--- src/rtl/mem_bus_unit_if.sv ---
// Bus bundle for mem_bus_unit: CPU-side request/response handshake plus the
// external 8-bit async SRAM pins. The "slave" modport is the sequencer's
// view. The "master" modport is the view of the surrounding datapath and SRAM.
interface mem_bus_unit_if;
    // request side
    logic        req_valid;
    logic        req_ready;
    logic        req_we;
    logic [15:0] req_addr;
    logic [7:0]  req_wdata;
    logic [1:0]  req_dst;
    // completion and data holding registers
    logic        done;
    logic [7:0]  MDRH;
    logic [7:0]  MDRL;
    // SRAM side
    logic [15:0] mem_addr;
    logic [7:0]  mem_wdata;
    logic [7:0]  mem_rdata;
    logic        mem_ce_n;
    logic        mem_oe_n;
    logic        mem_we_n;

    modport slave (
        input  req_valid, req_we, req_addr, req_wdata, req_dst, mem_rdata,
        output req_ready, done, MDRH, MDRL,
               mem_addr, mem_wdata, mem_ce_n, mem_oe_n, mem_we_n
    );

    modport master (
        output req_valid, req_we, req_addr, req_wdata, req_dst, mem_rdata,
        input  req_ready, done, MDRH, MDRL,
               mem_addr, mem_wdata, mem_ce_n, mem_oe_n, mem_we_n
    );
endinterface

--- src/rtl/mem_bus_unit.sv ---
// mem_bus_unit: single-outstanding byte access sequencer for an 8-bit async SRAM.
// IDLE -> ACCESS (WAIT_CYCLES+1 cycles) -> IDLE for reads, with an extra
// RECOVER cycle after writes. Read data lands in MDRH/MDRL according to req_dst.
// All SRAM strobes are registered, so they cannot glitch.
// Optional build macro MEM_BUS_RDY_EN adds a synchronous rdy input. While rdy
// is low, the last ACCESS cycle is stretched.
module mem_bus_unit #(
    parameter int unsigned WAIT_CYCLES = 1,
    parameter int unsigned CNT_W       = 4
) (
    input  logic            Clk,
    input  logic            Reset_n,
`ifdef MEM_BUS_RDY_EN
    input  logic            rdy,
`endif
    mem_bus_unit_if.slave   bus
);

    typedef enum logic [1:0] {
        ST_IDLE    = 2'b00,
        ST_ACCESS  = 2'b01,
        ST_RECOVER = 2'b10
    } state_t;

    state_t           state, state_n;
    logic [CNT_W-1:0] cnt, cnt_n;
    logic             we_r;
    logic [1:0]       dst_r;
    logic [15:0]      addr_r;
    logic [7:0]       wdata_r;
    logic [7:0]       mdrh_r, mdrl_r;
    logic             done_r, done_n;
    logic             ce_n_r, oe_n_r, we_n_r;
    logic             ce_n_n, oe_n_n, we_n_n;
    logic             accept;
    logic             capture;
    logic             rdy_ok;

`ifdef MEM_BUS_RDY_EN
    assign rdy_ok = rdy;
`else
    assign rdy_ok = 1'b1;
`endif

    assign accept = (state == ST_IDLE) && bus.req_valid;

    // next-state, counter and next-strobe decode; strobes are registered below
    always_comb begin
        state_n = state;
        cnt_n   = cnt;
        ce_n_n  = 1'b1;
        oe_n_n  = 1'b1;
        we_n_n  = 1'b1;
        done_n  = 1'b0;
        capture = 1'b0;
        case (state)
            ST_IDLE: begin
                if (bus.req_valid) begin
                    state_n = ST_ACCESS;
                    cnt_n   = CNT_W'(WAIT_CYCLES);
                    ce_n_n  = 1'b0;
                    if (bus.req_we) begin
                        we_n_n = 1'b0;
                    end else begin
                        oe_n_n = 1'b0;
                    end
                end
            end
            ST_ACCESS: begin
                if ((cnt == '0) && rdy_ok) begin
                    if (we_r) begin
                        state_n = ST_RECOVER;
                        ce_n_n  = 1'b0;
                    end else begin
                        state_n = ST_IDLE;
                        done_n  = 1'b1;
                        capture = 1'b1;
                    end
                end else begin
                    ce_n_n = 1'b0;
                    if (we_r) begin
                        we_n_n = 1'b0;
                    end else begin
                        oe_n_n = 1'b0;
                    end
                    if (cnt != '0) begin
                        cnt_n = cnt - 1'b1;
                    end
                end
            end
            ST_RECOVER: begin
                state_n = ST_IDLE;
                done_n  = 1'b1;
            end
            default: begin
                state_n = ST_IDLE;
            end
        endcase
    end

    // state register, registered strobes and done pulse
    always_ff @(posedge Clk or negedge Reset_n) begin
        if (!Reset_n) begin
            state  <= ST_IDLE;
            cnt    <= '0;
            ce_n_r <= 1'b1;
            oe_n_r <= 1'b1;
            we_n_r <= 1'b1;
            done_r <= 1'b0;
        end else begin
            state  <= state_n;
            cnt    <= cnt_n;
            ce_n_r <= ce_n_n;
            oe_n_r <= oe_n_n;
            we_n_r <= we_n_n;
            done_r <= done_n;
        end
    end

    // request fields are latched only at the accept edge and held until the next accept
    always_ff @(posedge Clk or negedge Reset_n) begin
        if (!Reset_n) begin
            we_r    <= 1'b0;
            dst_r   <= '0;
            addr_r  <= '0;
            wdata_r <= '0;
        end else if (accept) begin
            we_r    <= bus.req_we;
            dst_r   <= bus.req_dst;
            addr_r  <= bus.req_addr;
            wdata_r <= bus.req_wdata;
        end
    end

    // read data capture into the holding registers at the edge leaving ACCESS
    always_ff @(posedge Clk or negedge Reset_n) begin
        if (!Reset_n) begin
            mdrh_r <= '0;
            mdrl_r <= '0;
        end else if (capture) begin
            case (dst_r)
                2'b00: mdrl_r <= bus.mem_rdata;
                2'b01: mdrh_r <= bus.mem_rdata;
                2'b10: begin
                    mdrl_r <= bus.mem_rdata;
                    mdrh_r <= '0;
                end
                default: ;
            endcase
        end
    end

    assign bus.req_ready = (state == ST_IDLE);
    assign bus.done      = done_r;
    assign bus.MDRH      = mdrh_r;
    assign bus.MDRL      = mdrl_r;
    assign bus.mem_addr  = addr_r;
    assign bus.mem_wdata = wdata_r;
    assign bus.mem_ce_n  = ce_n_r;
    assign bus.mem_oe_n  = oe_n_r;
    assign bus.mem_we_n  = we_n_r;

endmodule

--- src/flat_wrapper.sv ---
// flat-port wrapper written by rule: the top's interface ports become plain ports
module mem_bus_unit_flat 
#(
    parameter int unsigned WAIT_CYCLES = 1,
    parameter int unsigned CNT_W       = 4
)
  (Clk, Reset_n, bus_req_valid, bus_req_we, bus_req_addr, bus_req_wdata, bus_req_dst, bus_mem_rdata, bus_req_ready, bus_done, bus_MDRH, bus_MDRL, bus_mem_addr, bus_mem_wdata, bus_mem_ce_n, bus_mem_oe_n, bus_mem_we_n);
  mem_bus_unit_if bus_i ();
  input  logic Clk;
  input  logic Reset_n;
  input wire logic [$bits(bus_i.req_valid)-1:0] bus_req_valid;
  input wire logic [$bits(bus_i.req_we)-1:0] bus_req_we;
  input wire logic [$bits(bus_i.req_addr)-1:0] bus_req_addr;
  input wire logic [$bits(bus_i.req_wdata)-1:0] bus_req_wdata;
  input wire logic [$bits(bus_i.req_dst)-1:0] bus_req_dst;
  input wire logic [$bits(bus_i.mem_rdata)-1:0] bus_mem_rdata;
  output wire logic [$bits(bus_i.req_ready)-1:0] bus_req_ready;
  output wire logic [$bits(bus_i.done)-1:0] bus_done;
  output wire logic [$bits(bus_i.MDRH)-1:0] bus_MDRH;
  output wire logic [$bits(bus_i.MDRL)-1:0] bus_MDRL;
  output wire logic [$bits(bus_i.mem_addr)-1:0] bus_mem_addr;
  output wire logic [$bits(bus_i.mem_wdata)-1:0] bus_mem_wdata;
  output wire logic [$bits(bus_i.mem_ce_n)-1:0] bus_mem_ce_n;
  output wire logic [$bits(bus_i.mem_oe_n)-1:0] bus_mem_oe_n;
  output wire logic [$bits(bus_i.mem_we_n)-1:0] bus_mem_we_n;
  assign bus_i.req_valid = bus_req_valid;
  assign bus_i.req_we = bus_req_we;
  assign bus_i.req_addr = bus_req_addr;
  assign bus_i.req_wdata = bus_req_wdata;
  assign bus_i.req_dst = bus_req_dst;
  assign bus_i.mem_rdata = bus_mem_rdata;
  assign bus_req_ready = bus_i.req_ready;
  assign bus_done = bus_i.done;
  assign bus_MDRH = bus_i.MDRH;
  assign bus_MDRL = bus_i.MDRL;
  assign bus_mem_addr = bus_i.mem_addr;
  assign bus_mem_wdata = bus_i.mem_wdata;
  assign bus_mem_ce_n = bus_i.mem_ce_n;
  assign bus_mem_oe_n = bus_i.mem_oe_n;
  assign bus_mem_we_n = bus_i.mem_we_n;
  mem_bus_unit #(.WAIT_CYCLES(WAIT_CYCLES), .CNT_W(CNT_W)) u_core (.Clk(Clk), .Reset_n(Reset_n), .bus(bus_i));
endmodule
--- config.mk ---
export PLATFORM = sky130hd
export DESIGN_NAME = mem_bus_unit_flat
export DESIGN_NICKNAME = d
export VERILOG_FILES = /design/src/rtl/mem_bus_unit_if.sv /design/src/rtl/mem_bus_unit.sv /design/src/flat_wrapper.sv
export SDC_FILE = /design/constraint.sdc
export NUM_CORES = 1
export LEC_CHECK = 0
export CAP_MARGIN = 30
export CORE_MARGIN = 2
export CORE_UTILIZATION = 44
export CTS_CLUSTER_DIAMETER = 50
export DETAILED_ROUTE_END_ITERATION = 7
export GPL_ROUTABILITY_DRIVEN = 1
export PLACE_DENSITY = 0.8
export SLEW_MARGIN = 20
export SYNTH_ARGS = -nofsm -noshare
export SYNTH_HDL_FRONTEND = slang
export SYNTH_SLANG_ARGS = --single-unit
--- constraint.sdc ---
create_clock -name Clk -period 2.2 [get_ports Clk]
set_input_delay 0.22 -clock Clk [delete_from_list [all_inputs] [get_ports Clk]]
set_output_delay 0.22 -clock Clk [all_outputs]
set_load 0.01 [all_outputs]
* Word-level counts from Yosys, hierarchy flattened *
Index checks and enable logic that the tools add are counted.

cells by class
  add/subtract/negate cells = 1
  equal/unequal tests = 8
  multiplexer cells = 24
  reductions and logical operators = 12

operator list
  cell                 number
  $pmux 8 s2           1
  $mux 4               3
  $mux 1               11
  $pmux 1 s2           4
  $pmux 4 s2           1
  $mux 2               3
  $reduce_and 2->1     3
  $eq 2x1->1 const B   2
  $eq 2x2->1 const B   2
  $logic_not 2->1      2
  $logic_not 4->1      1
  $ne 2x1->1 const B   2
  $ne 2x2->1 const B   2
  $pmux 2 s2           1
  $reduce_and 4->1     1
  $reduce_bool 2->1    2
  $reduce_bool 4->1    1
  $sub 4x1->4 const B  1
  $reduce_or 2->1      1
  $logic_and 1x1->1    1

storage, ports and cells
  register bits = 53
  input port bits = 38
  output and inout port bits = 45
  logic and storage cells = 57

* Depth between registers and ports, before layout *
  depth after elaboration = 4
  depth in mapped cells = 8
  gate-level depth less buffers = 6

* Worst setup path before layout *
Ideal clock, no wire load.

  path type = flip-flop to flip-flop
  start point = register u_core.state[1]
  end point = register u_core.mdrl_r[0], in the netlist u_core.bus.MDRL[0]
  arrival = 1615 ps
  data required time = 2075 ps
  path slack = 460 ps
  stages on the path, launching flop included = 8
  cells stage by stage = dfrtp_1 > inv_1 > ha_1 > buf_2 > nor2b_1 > nand2_1 > nor2_4 > mux2_2

on the way
  word-level cells in the longest chain between the ends = 3

ends and longest elaborated chain
  what                               RTL line             source
  from (decl)                        mem_bus_unit.sv:25   state_t state, state_n;
  from (signal assigned)             mem_bus_unit.sv:111  state <= state_n;
  $eq 2x1->1                         mem_bus_unit.sv:56   case (state)
  $mux 1                             mem_bus_unit.sv:56
  $reduce_and 2->1 (no source line)  n/a
  to (signal assigned)               mem_bus_unit.sv:142  2'b00: mdrl_r <= bus.mem_rdata;
  to (signal assigned)               mem_bus_unit.sv:145  mdrl_r <= bus.mem_rdata;
  to (decl)                          mem_bus_unit.sv:31   logic [7:0] mdrh_r, mdrl_r;

No other way between the ends.
A chain may end at the register's enable or synchronous reset.

* Worst setup path after layout *
  start point = register u_core.state[1]
  end point = output bus_req_ready

on the way
  word-level cells in the longest chain between the ends = 1

ends and longest elaborated chain
  what             RTL line             source
  $logic_not 2->1  mem_bus_unit.sv:153  assign bus.req_ready = (state == ST_IDLE);
  to (decl)        flat_wrapper.sv:17   output wire logic [$bits(bus_i.req_ready)-1:0] bus_req_ready;

No other way between the ends.

==> metrics <==
setup repair after global routing missed its margin=no; number of buffers added on ports=82; cell-by-cell trace of the critical path=inv_1 > ha_1 > clkdlybuf4s50_1; relative slew slack=66.1%; maximum number of pins on one net before global-route repair=54; HPWL after detailed placement=between 3 and 4 mm; sequential cell area fraction in the yosys report=57.9%; initial core utilization=45.3%; number of top-level design ports=83; detailed-router iteration count before antenna repair=4; number of flops mapped to enable cells by yosys=0; final instance area=3340 sq um; cts bufs inserted=5; DIE HEIGHT=76.3 um; DR vias/cell=4.90; Cell Rows=26; largest voltage drop on the vdd net=635 uV; clock tree from TritonCTS=done; Clock Sink Count=53; leakage dissipation=around 1.5 nW; number of distinct standard cells referenced by the synthesized netlist=31; cells after synthesis=188; FMAX=494 MHz; critical path endpoint category=output port; Post-synth top cells=sky130_fd_sc_hd__dfrtp_1 (50), sky130_fd_sc_hd__mux2_2 (33), sky130_fd_sc_hd__nand2_1 (17); main flop type after synthesis=sky130_fd_sc_hd__dfrtp_1; crit-path max cell delay=0.61 ns; Iter 0 DRT Violations=50; RePlAce Congestion=0.818; total stage count of the critical path=3; share of synthesized flip-flops with an asynchronous set or reset=100%; Area after DPL=approximately 3200 sq um; fraction of layout instances using a drive strength above 1=between 15 and 20%; maximum fanout count along the critical path=10; Bufs on Longest Clock Path=2; post-route clock period utilization=92.0%; wire length of the first global-routing pass=8.18 mm; category of cells accounting for the largest share of critical-path delay=buffers and inverters; fin crit period=2.02 ns; worst-case reg-to-reg path depth=6; sum of negative setup slack=0 ns; Total Routing Usage GR=~17%; area enclosed by the die boundary=approximately 5800 sq um; leading cell type by number of instances after synthesis=sky130_fd_sc_hd__dfrtp_1; DR vias=roughly 1700; status=completed; post-route ant nets=0; type of the worst min-delay path=in -> async; DRC Markers=0; Post-Syn Area per Cell=approximately 12 sq um; worst setup path class=reg -> out; clock latency on the worst-skew pair=0.30 ns; R2R setup slack=between 0.2 and 0.3 ns; nets=320; number of synthesis warnings=0; Total Wirelength=4.73 mm; number of maximum-capacitance constraint violations=0; number of failing setup endpoints in the final timing report=0; max-slew violations=0; Synth Net Count=between 200 and 250; area share of the largest cell type after synthesis=54.4%; transition at the pin with the smallest max-transition slack=0.507 ns; gr ovfl total=0; CTS H-Tree Depth=2; via count of the first global-routing pass=between 1500 and 2000; flop and latch count out of synthesis=53; core box area=5070 sq um; Worst EP arrival=around 1.8 ns; total standard cell area after synthesis=2300 sq um; CP startpoint kind=flip-flop; top cells by area, synth=sky130_fd_sc_hd__dfrtp_1 (54%), sky130_fd_sc_hd__mux2_2 (16%), sky130_fd_sc_hd__ha_1 (3.8%), sky130_fd_sc_hd__dfstp_2 (3.4%), sky130_fd_sc_hd__o21ai_0 (3.0%); count of antenna diodes in the layout=0; required time of the critical path=1.98 ns; number of antenna violations at the first check in global routing=0; post-CTS clock slew at the launch and capture registers of the worst setup and hold paths=0.09 ns; CP Buf/Inv Count=2; count of cells resized by post-cts repair=0; synth-to-layout area growth=45.3%; width of the die=76.3 um; cell type contributing the most total cell area after synthesis=sky130_fd_sc_hd__dfrtp_1; final hold vios=0; Avg WL per Cell=13.7 um; Clk Tree Root Cell=sky130_fd_sc_hd__clkbuf_8; crit path max-delay cell type=sky130_fd_sc_hd__clkdlybuf4s50_1; worst-case clock skew=0.00535 ns; P per Cell Area=1390 nW/um^2
==> flip-flops by register name, summed over array words and instances, names as in the netlist <==
name                  count
u_core.bus.MDRL           8
u_core.bus.mem_ce_n       1
u_core.bus.mem_we_n       1
u_core.bus.MDRH           8
u_core.bus.mem_addr      16
u_core.state              2
u_core.cnt                4
u_core.bus.mem_oe_n       1
u_core.dst_r              2
u_core.bus.mem_wdata      8
u_core.we_r               1
u_core.bus.done           1
==> report_power, final <==
group	internal (mW)	total, mW	leakage [nW]	switching, mW
sequential	1.46	1.72	0.634	0.260
clock	0.370	0.686	0.0574	0.316
combinational	1.31	2.25	0.762	0.938
==> cell families after synthesis <==
group | synth area share (%)
flops | 57.9
simple gates | 11.4
mux | 16.2
compound gates | 7.84
buf+inv | 2.94
fa+ha+maj | 3.81
==> cell usage in the layout, fill, tap and decap left out, types with 3 or more instances in the layout <==
| master | count |
|---|---|
| sky130_fd_sc_hd__dfrtp_1 | 50 |
| sky130_fd_sc_hd__clkbuf_8 | 6 |
| sky130_fd_sc_hd__nand3_1 | 3 |
| sky130_fd_sc_hd__inv_1 | 9 |
| sky130_fd_sc_hd__nand2b_1 | 10 |
| sky130_fd_sc_hd__ha_1 | 7 |
| sky130_fd_sc_hd__dfstp_2 | 3 |
| sky130_fd_sc_hd__mux2_2 | 33 |
| sky130_fd_sc_hd__a21oi_1 | 8 |
| sky130_fd_sc_hd__buf_4 | 3 |
| sky130_fd_sc_hd__nor2_1 | 6 |
| sky130_fd_sc_hd__clkdlybuf4s50_1 | 81 |
| sky130_fd_sc_hd__nand2_1 | 17 |
| sky130_fd_sc_hd__o21ai_0 | 14 |
| sky130_fd_sc_hd__nor2b_1 | 4 |
==> per-layer routing <==
metal	vias to the layer above	share of wire, %	global-route usage (%)
met4	0	1.6	6.73
li1	814	-	-
met1	821	42	20.6
met2	53	50	28.6
met5	-	0	0
met3	7	7.3	5.92
==> area by class of cell <==
class	count	area (sq um)
fill	425	1730
timing repair buffer	87	868
tap	70	87.6
clock buffer	6	82.6
multi-input combinational	119	901
inverter	9	33.8
sequential	53	1330
clock inverter	2	37.5
==> path summary, 6_finish.rpt <==
kind / from / endpoint
worst max-delay path: u_core.state[1] / bus_req_ready
worst min-delay path: Reset_n / u_core.bus.mem_wdata[1]
worst max register to register: u_core.cnt[0] / u_core.bus.MDRL[1]
worst min register to register: u_core.bus.MDRH[6] / u_core.bus.MDRH[6]
max in group asynchronous: Reset_n / u_core.bus.mem_ce_n
min in group Clk: bus_req_dst[1] / u_core.dst_r[1]
==> timing repair <==
action,4_1_cts,5_1_grt
setup buffers,0,0
endpoints found under the hold margin,50,0
hold buffers,1,0
==> metrics by stage <==
stage          worst slack (ns)  power [mW]  std cells  utilization, %  hold WS [ns]
2_1_floorplan             0.460        2.87        188               -       -0.0756
3_3_place_gp              0.361        3.95        337            63.3         0.236
3_5_place_dp              0.264        4.01        337            63.3         0.235
4_1_cts                   0.178        4.72        346            65.8         0.434
5_1_grt                 0.00587        5.00        346            65.8         0.453
6_report                  0.177        4.65        346            65.8         0.420
==> worst register-to-register path, stage by stage, from the launching register on <==
cell and delay [ns]:
sky130_fd_sc_hd__dfrtp_1 0.43, sky130_fd_sc_hd__inv_1 0.11, sky130_fd_sc_hd__ha_1 0.19, sky130_fd_sc_hd__nor3b_4 0.31, sky130_fd_sc_hd__nand2_1 0.16, sky130_fd_sc_hd__nor2_4 0.26
sky130_fd_sc_hd__mux2_2 0.37
Note: power is estimated with default switching activity, not from simulation.
